--- config.mk ---
export PLATFORM = sky130hd
export DESIGN_NAME = prng_byte_display_buffer_flat
export DESIGN_NICKNAME = d
export VERILOG_FILES = /design/src/rtl/prng_byte_display_buffer_if.sv /design/src/rtl/prng_byte_display_buffer.sv /design/src/flat_wrapper.sv
export SDC_FILE = /design/constraint.sdc
export NUM_CORES = 1
export LEC_CHECK = 0
export CAP_MARGIN = 40
export CORE_ASPECT_RATIO = 0.6
export CORE_MARGIN = 2
export CORE_UTILIZATION = 55
export DETAILED_ROUTE_END_ITERATION = 8
export GPL_TIMING_DRIVEN = 0
export PLACE_DENSITY = 0.77
export SETUP_SLACK_MARGIN = 0.2
export SYNTH_ARGS = -nofsm -noshare
export SYNTH_HDL_FRONTEND = slang
export SYNTH_SLANG_ARGS = --single-unit
export TNS_END_PERCENT = 5
--- constraint.sdc ---
create_clock -name CLK -period 3 [get_ports CLK]
set_clock_uncertainty 0.1 [all_clocks]
set_input_delay 0.6 -clock CLK [delete_from_list [all_inputs] [get_ports CLK]]
set_output_delay 0.6 -clock CLK [all_outputs]
set_load 0.01 [all_outputs]
--- src/rtl/prng_byte_display_buffer_if.sv ---
// Sample/display bus between the PRNG datapath, the board switches and the
// 7-segment display buffer.
//   en, sample_valid, sample_data, pause, step : producer/switch side -> buffer
//   sample_ready, disp_byte, disp_valid,
//   fifo_count, overflow                      : buffer -> producer/decoders
interface prng_byte_display_buffer_if #(
    parameter int unsigned AW = 2
);
    logic          en;
    logic          sample_valid;
    logic [7:0]    sample_data;
    logic          sample_ready;
    logic          pause;
    logic          step;
    logic [7:0]    disp_byte;
    logic          disp_valid;
    logic [AW:0]   fifo_count;
    logic          overflow;

    // Producer / switch side
    modport master (
        output en, sample_valid, sample_data, pause, step,
        input  sample_ready, disp_byte, disp_valid, fifo_count, overflow
    );

    // Display buffer side
    modport slave (
        input  en, sample_valid, sample_data, pause, step,
        output sample_ready, disp_byte, disp_valid, fifo_count, overflow
    );
endinterface

--- src/rtl/prng_byte_display_buffer.sv ---
// Buffers PRNG bytes in a small FIFO and shows each one on disp_byte for
// HOLD_TICKS cycles so the HEX0/HEX1 digits stay readable; pause freezes the
// display at dwell expiry and a step rising edge advances one byte while paused.
// Ports:
//   CLK  : clock, posedge
//   rst  : asynchronous reset, active-low
//   bus  : slave modport; en (sync clear when low), sample_valid/data/ready,
//          pause, step, disp_byte, disp_valid, fifo_count, overflow (sticky)
module prng_byte_display_buffer #(
    parameter logic [23:0] HOLD_TICKS = 24'd10_000_000,
    parameter int unsigned DEPTH      = 4,
    parameter int unsigned AW         = 2
) (
    input  logic                          CLK,
    input  logic                          rst,
    prng_byte_display_buffer_if.slave     bus
);

    localparam int unsigned CW = AW + 1;

    typedef enum logic [1:0] {
        IDLE   = 2'd0,
        LOAD   = 2'd1,
        HOLD   = 2'd2,
        PAUSED = 2'd3
    } state_t;

    logic [7:0]    mem [DEPTH];
    logic [AW-1:0] wr_ptr;
    logic [AW-1:0] rd_ptr;
    logic [CW-1:0] count;
    logic [CW-1:0] count_nxt;
    logic          ready_q;
    logic          ovf_q;
    logic          push;
    logic          pop;
    logic          not_empty;
    logic          step_rise;

    state_t        state;
    logic [23:0]   timer;
    logic [7:0]    disp_byte_q;
    logic          disp_valid_q;
    logic          step_q;

    // Push/pop decode and next occupancy
    always_comb begin
        push      = bus.sample_valid && ready_q;
        pop       = (state == LOAD);
        count_nxt = count + CW'(push) - CW'(pop);
        not_empty = (count != '0);
        step_rise = bus.step && !step_q;
    end

    // Storage array; contents are don't-care while the pointers say empty
    always_ff @(posedge CLK) begin
        if (bus.en && push) begin
            mem[wr_ptr] <= bus.sample_data;
        end
    end

    // Pointers, occupancy, registered ready (from next count) and sticky overflow
    always_ff @(posedge CLK or negedge rst) begin
        if (!rst) begin
            wr_ptr  <= '0;
            rd_ptr  <= '0;
            count   <= '0;
            ready_q <= 1'b1;
            ovf_q   <= 1'b0;
        end else if (!bus.en) begin
            wr_ptr  <= '0;
            rd_ptr  <= '0;
            count   <= '0;
            ready_q <= 1'b1;
            ovf_q   <= 1'b0;
        end else begin
            if (push) begin
                wr_ptr <= wr_ptr + AW'(1);
            end
            if (pop) begin
                rd_ptr <= rd_ptr + AW'(1);
            end
            count   <= count_nxt;
            ready_q <= (count_nxt < CW'(DEPTH));
            if (bus.sample_valid && !ready_q) begin
                ovf_q <= 1'b1;
            end
        end
    end

    // Display FSM: LOAD pops one byte, HOLD dwells, PAUSED waits for release/step
    always_ff @(posedge CLK or negedge rst) begin
        if (!rst) begin
            state        <= IDLE;
            timer        <= '0;
            disp_byte_q  <= '0;
            disp_valid_q <= 1'b0;
            step_q       <= 1'b0;
        end else if (!bus.en) begin
            state        <= IDLE;
            timer        <= '0;
            disp_byte_q  <= '0;
            disp_valid_q <= 1'b0;
            step_q       <= 1'b0;
        end else begin
            step_q <= bus.step;
            case (state)
                IDLE: begin
                    if (not_empty) begin
                        state <= LOAD;
                    end
                end
                LOAD: begin
                    disp_byte_q  <= mem[rd_ptr];
                    disp_valid_q <= 1'b1;
                    timer        <= HOLD_TICKS - 24'd1;
                    state        <= HOLD;
                end
                HOLD: begin
                    // pause is only looked at once the dwell has expired
                    if (timer != '0) begin
                        timer <= timer - 24'd1;
                    end else if (bus.pause) begin
                        state <= PAUSED;
                    end else if (not_empty) begin
                        state <= LOAD;
                    end else begin
                        state <= IDLE;
                    end
                end
                PAUSED: begin
                    // a step edge with nothing queued is simply dropped
                    if (!bus.pause) begin
                        state <= not_empty ? LOAD : IDLE;
                    end else if (step_rise && not_empty) begin
                        state <= LOAD;
                    end
                end
                default: state <= IDLE;
            endcase
        end
    end

    assign bus.sample_ready = ready_q;
    assign bus.overflow     = ovf_q;
    assign bus.fifo_count   = count;
    assign bus.disp_byte    = disp_byte_q;
    assign bus.disp_valid   = disp_valid_q;

endmodule

--- src/flat_wrapper.sv ---
// flat-port wrapper written by rule: the top's interface ports become plain ports
module prng_byte_display_buffer_flat 
#(
    parameter logic [23:0] HOLD_TICKS = 24'd10_000_000,
    parameter int unsigned DEPTH      = 4,
    parameter int unsigned AW         = 2
)
  (CLK, rst, bus_en, bus_sample_valid, bus_sample_data, bus_pause, bus_step, bus_sample_ready, bus_disp_byte, bus_disp_valid, bus_fifo_count, bus_overflow);
  prng_byte_display_buffer_if #(.AW(AW)) bus_i ();
  input  logic CLK;
  input  logic rst;
  input wire logic [$bits(bus_i.en)-1:0] bus_en;
  input wire logic [$bits(bus_i.sample_valid)-1:0] bus_sample_valid;
  input wire logic [$bits(bus_i.sample_data)-1:0] bus_sample_data;
  input wire logic [$bits(bus_i.pause)-1:0] bus_pause;
  input wire logic [$bits(bus_i.step)-1:0] bus_step;
  output wire logic [$bits(bus_i.sample_ready)-1:0] bus_sample_ready;
  output wire logic [$bits(bus_i.disp_byte)-1:0] bus_disp_byte;
  output wire logic [$bits(bus_i.disp_valid)-1:0] bus_disp_valid;
  output wire logic [$bits(bus_i.fifo_count)-1:0] bus_fifo_count;
  output wire logic [$bits(bus_i.overflow)-1:0] bus_overflow;
  assign bus_i.en = bus_en;
  assign bus_i.sample_valid = bus_sample_valid;
  assign bus_i.sample_data = bus_sample_data;
  assign bus_i.pause = bus_pause;
  assign bus_i.step = bus_step;
  assign bus_sample_ready = bus_i.sample_ready;
  assign bus_disp_byte = bus_i.disp_byte;
  assign bus_disp_valid = bus_i.disp_valid;
  assign bus_fifo_count = bus_i.fifo_count;
  assign bus_overflow = bus_i.overflow;
  prng_byte_display_buffer #(.HOLD_TICKS(HOLD_TICKS), .DEPTH(DEPTH), .AW(AW)) u_core (.CLK(CLK), .rst(rst), .bus(bus_i));
endmodule
* Word level (Yosys, flattened, before mapping)
Memory sizes are Yosys's and may differ from the RTL's. Cells that the tools add are included.
Storage, ports and cells: bits in registers 45, memory bits (writable) 32, bits of input ports 14, output and inout port bits 14, logic and storage cells 66, memories kept 1
Memories:
- u_core.mem | words 4, width 8, rd ports 1, clocked after memory_dff 0, wr ports 1, line prng_byte_display_buffer.sv:28 | logic [7:0] mem [DEPTH];
Operators by class: $add $sub $neg 5, $lt $le $gt $ge 1, eq/ne operators 11, muxes and demuxes 26, reductions and logical operators 12
Operators with widths (number):
- 24-bit 2-to-1 mux | 2
- 24-bit case mux with 2 select lines | 1
- 24-bit nonzero test | 1
- 24-bit by 1-bit subtractor with 24-bit output, second input constant | 1
- 2-bit 2-to-1 mux | 10
- 8-bit 2-to-1 mux | 2
- 1-bit 2-to-1 mux | 9
- 2-bit case mux with 4 select lines | 1
- 2-bit by 1-bit != test with 1-bit output, second input constant | 3
- 3-bit by 2-bit != test with 1-bit output, second input constant | 2
- 1-bit logical AND | 5
- 2-bit by 1-bit adder with 2-bit output, second input constant | 2
- 2-bit == test, second input constant | 2
- 4-bit by 3-bit != test with 1-bit output, second input constant | 1
- 3-bit by 1-bit adder with 3-bit output | 1
- 3-bit less-than comparator, second input constant | 1
- 3-bit 2-to-1 mux | 1
- 3-bit by 1-bit != test with 1-bit output, second input constant | 1
- 3-bit != test, second input constant | 1
- 3-bit AND reduction | 1
- 3-bit nonzero test | 1
- 3-bit by 1-bit subtractor with 3-bit output | 1
- 2-bit by 1-bit == test with 1-bit output, second input constant | 1
- 1-bit zero test | 2
- other kinds (2) | 2

* Logic depth before layout (Yosys ltp)
depth after elaboration 7, depth in mapped cells 13, mapped depth without buffers 11

* Worst setup path after synthesis
Ideal clock, no wire load.
kind flip-flop to flip-flop, from register u_core.state[1], to register u_core.ready_q (netlist: u_core.bus.sample_ready), library setup time 0.074 ns, arrival 2.433 ns, required time 2.826 ns, slack 0.393 ns, stages on the path, launching flop included 14, buffers on the path 2, clock period less this slack 2.607 ns, path through dfrtp_1 nand2b_1 clkbuf_1 inv_1 clkbuf_1 ha_1 inv_1 ha_1 inv_1 fa_1 xnor2_1 xnor2_1 and2_1 inv_1
On the way: longest elaborated chain between the ends 4
Ends and longest elaborated chain:
- start, declared | line prng_byte_display_buffer.sv:40 | state_t state;
- start signal, assigned | line prng_byte_display_buffer.sv:134 | state <= not_empty ? LOAD : IDLE;
- 2-bit by 1-bit == test with 1-bit output | line prng_byte_display_buffer.sv:49 | pop = (state == LOAD);
- 3-bit by 1-bit subtractor with 3-bit output | line prng_byte_display_buffer.sv:50 | count_nxt = count + CW'(push) - CW'(pop);
- 3-bit less-than comparator | line prng_byte_display_buffer.sv:84 | ready_q <= (count_nxt < CW'(DEPTH));
- 1-bit 2-to-1 mux | line prng_byte_display_buffer.sv:70 | end else if (!bus.en) begin
- end signal, assigned | line prng_byte_display_buffer.sv:84
- end, declared | line prng_byte_display_buffer.sv:33 | logic ready_q;
Every way passes these cells. A chain may end at the register's enable or synchronous reset.

* Final worst setup path
from register u_core.timer[19], to register u_core.timer[10]
On the way: longest elaborated chain between the ends 3
Ends and longest elaborated chain:
- start, declared | line prng_byte_display_buffer.sv:41 | logic [23:0] timer;
- start signal, assigned | line prng_byte_display_buffer.sv:116 | timer <= HOLD_TICKS - 24'd1;
- start signal, assigned | line prng_byte_display_buffer.sv:122 | timer <= timer - 24'd1;
- 24-bit nonzero test | line prng_byte_display_buffer.sv:121 | if (timer != '0) begin
- 3-bit by 2-bit != test with 1-bit output (no line)
- 2-bit AND reduction (no line)
Every way passes these cells.

==> metrics.cfg <==
[yosys]
synth_area_um2=3622
yosysTopAreaCell=dfrtp_1
synth_edf_count=32
ys_top_cells_by_area=dfrtp_1 30%, edfxtp_1 27%, mux4_2 5.0%
ys_ff_latch=77
syn_nets=333
avgSynthCellArea_um2=11.68
ys.flop_type=dfrtp_1
synth_most_common_cell=dfrtp_1
ys_seq_area_share_pct=57.65
ys_types=49
yosysTopAreaCellShare_pct=30.40
syn_inst=310
postSynth.asyncResetShare_pct=58.44
ys_warn_count=0
yosys-top-cells-count=44 x dfrtp_1, 34 x nand2_1, 32 x edfxtp_1

[cells_and_area]
n_fill_cell=453
final_util_pct=67.60
drive_gt1_share_pct=11.02
antenna_cells=0
fin_nets=372
regArea_um2=2090
multi_input_area_um2=1443
synthToLayoutAreaGrowth_pct=16.61

[cts]
cts_buffer_depth=2
clk_latency_ns=0.37
cts_sinks=77
cts_tree=built
cts.clk_slew.worst_paths_ns=0.08
ctsHoldBuffers=0
cts_made_buffers=9
postCtsSetupBuffers=0
clockRootBuffer=clkbuf_8
cts_max_level=3

[setup_path]
crit_chain=or4_4 -> or4_4 -> o21ai_2 -> buf_4 -> nand2_1 -> o2111a_1
worst_setup_path_start_kind=flop
crit_top_cell=or4_4
cp_max_fo=10
end_kind=flop
crit_required_ns=3.15
critPathMaxStageDelay_ns=0.55
critPathKind=flop to flop
critical_path_arrival_ns=2.88
slowest_stage=or4_4

[global_routing]
antenna_found_initial=0
grt_pass1_wl_mm=13.48
grt_max_degree=29
grt_usage_pct=26.25
grt_pass1_vias=2642
gr-total-overflow=0

[floorplanning]
rows=22
die_area_um2=7272
die_h_um=66.86
core_um2=6248
start_util_pct=57.97
chipWidth_um=108.8
pin_count=28

[detailed_routing]
viasPerCell=6.142
drtIter0Drc=364
drc=0
drt_wl_total_mm=8.370
wire_per_inst_um=19.11
vias=2690
detail-route-antenna-nets=0
first_pass_iters=6

[timing]
finalSetupViolCount=0
period_share_pct=90.90
fin_setup_tns_ns=0
max_freq_ghz=0.3667
fin_crit_ns=2.727
report.final.slew_viol_count=0
holdWs_ns=0.07091
slew_headroom_pct=42.31
hold_viol_final=0
rsz0062_at_grt=yes
tightest_slew_ns=0.8654

[outcome]
status=finished clean

[placed_design]
place_hpwl_mm=5.715
gp_congestion=0.8924
port_buffers=27

[power]
p_leak_uw=0.001605
p_total_uw=3621
ir_drop_mv=0.4465
pwr_density_cell_nw_per_um2=857.3

[job]
maxCapViolCount=0

[hold_path]
hold_class=input port to asynchronous set/reset pin

power breakdown:
| group | switching [µW] | internal (µW) |
|---|---|---|
| clock | 372 | 380 |
| combinational | 810 | 592 |
| sequential | 184 | 1280 |
| total | 1370 | 2260 |
worst max-delay path: cells and delay by family (launching register included):
family	cells	cell delay (ns)
AO/OA/AOI/OAI	2	0.63
buffers and inverters	1	0.26
flip-flops	1	0.42
AND/OR/NAND/NOR	3	1.19
per-layer routing:
layer,track usage [%],routed length (µm),vias to the layer above
li1,-,-,1228
met1,37.39,3804,1314
met2,36.48,3561,135
met3,10.96,889,13
met4,8.173,114,0
met5,0,0,-
sequential cells by signal, indices dropped and copies added, names as in the netlist:
register,flops
u_core.wr_ptr,2
u_core.bus.sample_ready,1
u_core.state,2
u_core.timer,24
u_core.bus.fifo_count,3
u_core.bus.disp_byte,8
u_core.mem,32
u_core.bus.disp_valid,1
u_core.step_q,1
u_core.rd_ptr,2
u_core.bus.overflow,1
layout make-up:
type	count	share of cell area (%)
Inverter	14	1.244
Sequential cell	77	49.47
Clock inverter	5	1.244
Timing Repair Buffer	28	6.754
Tap cell	84	2.488
Multi-Input combinational cell	205	34.15
Clock buffer	11	3.110
Buffer	14	1.540
stage by stage:
step	setup slack [ns]	std cells	cell area, µm²
floorplan	0.3935	310	3622
CTS	0.1369	438	4207
detailed placement	-0.2092	422	4013
finish	0.2730	438	4224
global placement	-0.1159	421	3998
global route	0.1771	438	4224
cells in the final DEF (no fill, tap or decap), types with 4 or more instances in the layout:
master / Yosys / routed
inv_1: 14 / 13
a21oi_1: 19 / 19
nor3_1: 6 / 6
mux4_2: 8 / 8
o31ai_1: 5 / 5
nand2b_1: 6 / 6
nor2_1: 20 / 20
xnor2_1: 5 / 5
o21ai_0: 11 / 11
nand3_1: 7 / 7
o21a_1: 6 / 6
ha_1: 8 / 8
clkbuf_8: 0 / 9
and2_1: 8 / 8
edfxtp_1: 32 / 32
or3_1: 11 / 11
clkbuf_1: 12 / 12
clkdlybuf4s50_1: 0 / 26
or4_1: 10 / 10
dfrtp_1: 44 / 43
nand2_1: 34 / 34
a31oi_1: 4 / 4
kinds of logic after synthesis:
logic type	after synthesis	share of synthesized area (%)
and+or+nand+nor	117	17.24
buffers and inverters	28	3.005
adders and majority gates	9	3.316
AOI/OAI and AO/OA	65	12.30
muxes	9	5.285
DFF	77	57.65
xor gates and xnor gates	5	1.209
path summary, 6_finish.rpt:
| path | startpoint | to | slack, ns | cells after the start |
|---|---|---|---|---|
| worst max-delay path | u_core.timer[19] | u_core.timer[10] | 0.27 | 6 |
| worst min-delay path | rst | u_core.bus.disp_byte[6] | 0.07 | 1 |
| worst max register to register | u_core.timer[19] | u_core.timer[10] | 0.27 | 6 |
| worst min register to register | u_core.bus.overflow | u_core.bus.overflow | 0.39 | 1 |
| max in group asynchronous | rst | u_core.bus.sample_ready | 2.14 | 2 |
| min in group CLK | u_core.bus.overflow | u_core.bus.overflow | 0.39 | 1 |
timing repair:
| action | CTS | global route |
|---|---|---|
| pin swaps | 0 | 0 |
| resized for setup | 4 | 6 |
| endpoints found under the setup margin | 4 | 8 |
(Power assumes the default switching activity.)
